**src/rtl/rgb_to_luma_pkg.sv**
```systemverilog
// rgb_to_luma_pkg: coefficient modes, Q8 coefficient sets and lookup for rgb_to_luma_cfg
package rgb_to_luma_pkg;
  localparam int COEF_Q = 8;
  typedef enum logic [1:0] {MODE_BT601, MODE_BT709, MODE_BT2020, MODE_AVG} mode_e;
  typedef struct packed {
    logic [COEF_Q-1:0] r;
    logic [COEF_Q-1:0] g;
    logic [COEF_Q-1:0] b;
  } coef_t;
  function automatic coef_t coef_for_mode(mode_e m);
    return m == MODE_BT601  ? {8'd77, 8'd150, 8'd29} :
           m == MODE_BT709  ? {8'd54, 8'd183, 8'd19} :
           m == MODE_BT2020 ? {8'd67, 8'd174, 8'd15} :
                              {8'd85, 8'd86,  8'd85};
  endfunction
endpackage

```
**src/rtl/luma_pipe_stage.sv**
```systemverilog
// luma_pipe_stage: stall-able valid/ready register slice with a W-bit payload
module luma_pipe_stage #(
  parameter int W = 8
) (
  input  logic         clk,
  input  logic         rst_n,
  input  logic         in_valid,
  output logic         in_ready,
  input  logic [W-1:0] in_data,
  output logic         out_valid,
  input  logic         out_ready,
  output logic [W-1:0] out_data
);
  assign in_ready = !out_valid || out_ready;
  always_ff @(posedge clk or negedge rst_n) begin
    if (!rst_n) begin
      out_valid <= 1'b0;
      out_data  <= '0;
    end else if (in_ready) begin
      out_valid <= in_valid;
      if (in_valid) out_data <= in_data;
    end
  end
endmodule

```
**src/rtl/rgb_to_luma_cfg.sv**
```systemverilog
// rgb_to_luma_cfg: 3-stage AXI4-Stream RGB-to-luma converter, per-frame coefficient select.
// Define RGB_TO_LUMA_ROUND_EN for round-half-up; otherwise the final shift truncates.
module rgb_to_luma_cfg
  import rgb_to_luma_pkg::*;
#(
  parameter int CH_WIDTH  = 8,
  parameter int COEF_FRAC = 8
) (
  input  logic                  clk,
  input  logic                  rst_n,
  input  logic [1:0]            mode,
  input  logic                  s_axis_tvalid,
  output logic                  s_axis_tready,
  input  logic [3*CH_WIDTH-1:0] s_axis_tdata,
  input  logic                  s_axis_tlast,
  input  logic                  s_axis_tuser,
  output logic                  m_axis_tvalid,
  input  logic                  m_axis_tready,
  output logic [CH_WIDTH-1:0]   m_axis_tdata,
  output logic                  m_axis_tlast,
  output logic                  m_axis_tuser,
  output logic [1:0]            active_mode
);
  localparam int PW = CH_WIDTH + COEF_FRAC;
  localparam int SW = PW + 2;
  localparam logic [SW-1:0] MAX = SW'((1 << CH_WIDTH) - 1);
`ifdef RGB_TO_LUMA_ROUND_EN
  localparam logic [SW-1:0] RND = SW'(1) << (COEF_FRAC - 1);
`else
  localparam logic [SW-1:0] RND = '0;
`endif
  mode_e mode_q, mode_use;
  coef_t c;
  logic acc, v1, v2, r2, r3;
  logic [PW-1:0] cr, cg, cb, pr, pg, pb;
  logic [3*PW+1:0] d1;
  logic [SW-1:0] sum, shifted;
  logic [SW+1:0] d2;
  logic [CH_WIDTH-1:0] y;
  logic [CH_WIDTH+1:0] d3;
  // a start-of-frame beat already uses the mode it latches
  assign acc = s_axis_tvalid && s_axis_tready;
  assign mode_use = acc && s_axis_tuser ? mode_e'(mode) : mode_q;
  assign c = coef_for_mode(mode_use);
  assign cr = PW'(c.r) << (COEF_FRAC - COEF_Q);
  assign cg = PW'(c.g) << (COEF_FRAC - COEF_Q);
  assign cb = PW'(c.b) << (COEF_FRAC - COEF_Q);
  assign pr = PW'(s_axis_tdata[3*CH_WIDTH-1:2*CH_WIDTH]) * cr;
  assign pg = PW'(s_axis_tdata[2*CH_WIDTH-1:CH_WIDTH]) * cg;
  assign pb = PW'(s_axis_tdata[CH_WIDTH-1:0]) * cb;
  assign active_mode = mode_q;
  always_ff @(posedge clk or negedge rst_n) begin
    if (!rst_n) mode_q <= MODE_BT601;
    else if (acc && s_axis_tuser) mode_q <= mode_e'(mode);
  end
  luma_pipe_stage #(.W(3*PW+2)) u_s1 (
    .clk, .rst_n,
    .in_valid(s_axis_tvalid), .in_ready(s_axis_tready),
    .in_data({pr, pg, pb, s_axis_tlast, s_axis_tuser}),
    .out_valid(v1), .out_ready(r2), .out_data(d1)
  );
  assign sum = SW'(d1[3*PW+1:2*PW+2]) + SW'(d1[2*PW+1:PW+2]) + SW'(d1[PW+1:2]) + RND;
  luma_pipe_stage #(.W(SW+2)) u_s2 (
    .clk, .rst_n,
    .in_valid(v1), .in_ready(r2), .in_data({sum, d1[1:0]}),
    .out_valid(v2), .out_ready(r3), .out_data(d2)
  );
  assign shifted = d2[SW+1:2] >> COEF_FRAC;
  assign y = shifted > MAX ? MAX[CH_WIDTH-1:0] : shifted[CH_WIDTH-1:0];
  luma_pipe_stage #(.W(CH_WIDTH+2)) u_s3 (
    .clk, .rst_n,
    .in_valid(v2), .in_ready(r3), .in_data({y, d2[1:0]}),
    .out_valid(m_axis_tvalid), .out_ready(m_axis_tready), .out_data(d3)
  );
  assign {m_axis_tdata, m_axis_tlast, m_axis_tuser} = d3;
endmodule
```
**config.mk**
```make
export PLATFORM = sky130hd
export DESIGN_NAME = rgb_to_luma_cfg
export DESIGN_NICKNAME = d
export VERILOG_FILES = /design/src/rtl/rgb_to_luma_pkg.sv /design/src/rtl/luma_pipe_stage.sv /design/src/rtl/rgb_to_luma_cfg.sv
export SDC_FILE = /design/constraint.sdc
export NUM_CORES = 1
export LEC_CHECK = 0
export ABC_AREA = 1
export BUFFER_PORTS_ARGS = -buffer_cell sky130_fd_sc_hd__buf_2
export CORE_MARGIN = 4
export CORE_UTILIZATION = 33
export DETAILED_ROUTE_END_ITERATION = 10
export PLACE_DENSITY = 0.52
export SLEW_MARGIN = 5
export SYNTH_ARGS = -nofsm -noshare
export SYNTH_HDL_FRONTEND = slang
export SYNTH_SLANG_ARGS = --single-unit
```
**constraint.sdc**
```tcl
create_clock -name clk -period 6 [get_ports clk]
set_input_delay 1.2 -clock clk [delete_from_list [all_inputs] [get_ports clk]]
set_output_delay 1.2 -clock clk [all_outputs]
set_load 0.05 [all_outputs]
```
==> summary.md <==
| Metric | Value |
|---|---|
| Status | finished, final reports clean |
| Crit-path max FO | 15 |
| Synth Instances | 1262 |
| Global route total overflow | 0 |
| Min-delay worst type | reg2reg |
| Seq/Total Area, Yosys | 20.0% |
| FMAX | 0.177 GHz |
| Worst-path clk slew | roughly 0.06 ns |
| Nets | 1592 |
| Tcrit/Tclk final | 94.2% |
| Vias | about 7600 |
| Initial antenna violation count | 0 |
| Die ar. | between 0.03 and 0.04 sq mm |
| DR iter-0 viols | 434 |
| Relative max-transition margin | 34.2% |
| Chip height | about 180 microns |
| Ant. Diodes | 0 |
| GR Util All Layers | between 10% and 20% |
| Wire length per cell | between 10 and 15 microns |
| Max-slew violations | 0 |
| Kind of end point of the critical path | flip-flop |
| Clock buffer count from CTS | 9 |
| Final wirelength | between 20000 and 25000 microns |
| Synth Warn # | 0 |
| Syn_nets | between 1500 and 2000 |
| First-pass GRT wire length | 38900 microns |
| Most frequent cells in the layout | nand2_1 (352), inv_1 (272), ha_1 (121) |
| Min cycle time layout | approximately 5.7 ns |
| Share of the synthesized area in the top cell type | between 20% and 30% |
| Arrival time at the worst endpoint | between 5 and 6 ns |
| Post-CTS setup buffer count | 0 |
| Die X-Extent | approximately 180 microns |
| Startpoint type of the worst setup path | primary input |
| # IOs | 46 |
| Share of layout cells above drive strength 1 | about 9% |
| Largest net degree at the start of global routing | 77 |
| Most used flip-flop cell after synthesis | dfrtp_1 |
| Post-route cell area | 0.0108 sq mm |
| RSZ-0062 raised after global routing | false |
| Required time worst endpoint | around 6.2 ns |
| PostCTS Resize Cnt | 0 |
| RePlAce Congestion | around 0.89 |
| EDFF count, synth | 0 |
| Worst-Margin Slew | 0.986 ns |
| Post-Syn Area | between 0.009 and 0.01 sq mm |
| Skew final | between 0.008 and 0.009 ns |
| Final instance count without filler cells | 1715 |
| Yosys reg bits | 76 |
| Clk sinks | 76 |
| Synth area leader | fa_1 |
| Clock root buffer | clkbuf_16 |
| DRT Pass-1 Iters | 5 |
| Vias in the first global route | slightly below 8000 |
| Syn Area/Cell | between 7 and 8 sq um |
| Standard-cell row count | 61 |
| Starting density of the core | around 34% |
| Placed cell count | 1700 |
| Largest cells by area after synthesis | fa_1 (21%), dfrtp_1 (20%), ha_1 (16%) |
| Routed vias/inst | approximately 4.4 |
| Post-DP HPWL | ~19000 microns |
| WS Path Type | in2reg |
| CTS tree | yes |
| Worst-Skew Late Latency | approximately 0.33 ns |
| Netlist cell types | 31 |
| Residual DRC count | 0 |
| Ys async rst share | 100% |
| Hold-fix buffers, CTS | 0 |
| CP dominant cell by count | fa_1 |
| Port Buffers | between 40 and 50 |
| Placed cell areas | 0.0104 sq mm |
| Final hold violation count | 0 |
| Routed Antenna Nets | 0 |
| Core area | 0.0281 sq mm |
| Critical Path Max Stage Delay | between 0.5 and 0.6 ns |
| Most common cell after layout, fill and taps aside | nand2_1 |
| Final setup fails | 0 |
| Max cap viols | 0 |
| Clk buf depth | 2 |
| Max H-tree Level | 3 |
| P&R area growth vs syn | 13.5% |
| Slowest CP cell | fa_1 |
routing by layer:
layer	part of all wire, %	global-route usage [%]	up-vias	wire length, microns
met5	0	0	-	0
met4	1.5	3.13	0	334
met2	45	24.8	103	10300
li1	-	-	3974	-
met3	2.8	2.30	17	645
met1	50	21.6	3527	11400
synth_stat cells, drive strengths merged, types with 4 or more instances:
library cell	number
nand2	357
inv	275
ha	125
nor2	113
fa	102
dfrtp	76
o21ai	54
nand3	53
a21oi	31
clkbuf	18
xnor2	10
a31oi	9
nor3	7
buf	6
nand4	6
a21o	5
o21bai	4
worst max-delay path: cells and delay by family:
| family | cells | cell delay (ns) |
|---|---|---|
| AO/OA/AOI/OAI | 3 | 0.47 |
| adder cells (fa/ha/maj) | 6 | 2.65 |
| buffers and inverters | 7 | 0.60 |
| AND/OR/NAND/NOR | 11 | 0.92 |
state kept, by name (all words and copies together), names as in the netlist:
register        flops
u_s1.out_data      49
u_s2.out_data      12
u_s3.out_data      10
active_mode         2
u_s1.out_valid      1
u_s2.out_valid      1
u_s3.out_valid      1
worst paths after layout:
check                                              from  slack, ns  cells after the start                            end
min reg2reg                u_s2.out_data[1]$_DFFE_PN0P_       0.47                      2   u_s3.out_data[1]$_DFFE_PN0P_
min in group asynchronous                         rst_n       1.02                      1     u_s3.out_valid$_DFFE_PN0P_
max in group asynchronous                         rst_n       4.33                      1  u_s1.out_data[26]$_DFFE_PN0N_
max                                       m_axis_tready       0.35                     27  u_s1.out_data[33]$_DFFE_PN0N_
max reg2reg                  u_s2.out_valid$_DFFE_PN0P_       0.98                     24  u_s1.out_data[45]$_DFFE_PN0N_
min                        u_s2.out_data[1]$_DFFE_PN0P_       0.47                      2   u_s3.out_data[1]$_DFFE_PN0P_
logic make-up after synthesis:
kind of cell / after synthesis / synth area share, %
compound gates: 105 / 6.06
flops: 76 / 20.0
buf+inv: 299 / 12.0
fa+ha+maj: 227 / 37.9
xor+xnor: 13 / 1.20
simple gates: 542 / 22.9
layout make-up:
cell class	count	area [sq um]
fill	3025	17300
timing repair buffer	84	533
multi-input combinational	887	6520
clock inverter	5	100
sequential	76	1900
tap	378	473
clock buffer	10	239
inverter	275	1030
stage by stage:
step	setup TNS (ns)	setup WS [ns]	utilization (%)	hold slack [ns]
2_1_floorplan	-0.00331	-0.00331	-	0.442
3_3_place_gp	-0.191	-0.0720	37.1	0.453
3_5_place_dp	-0.937	-0.157	37.1	0.459
4_1_cts	0	0.183	38.3	0.476
5_1_grt	0	0.00229	38.4	0.495
6_report	0	0.346	38.4	0.469
Power is left out: the tool's default activity adds up to more than one toggle a clock period on the data nets, which glitch-free logic cannot reach.
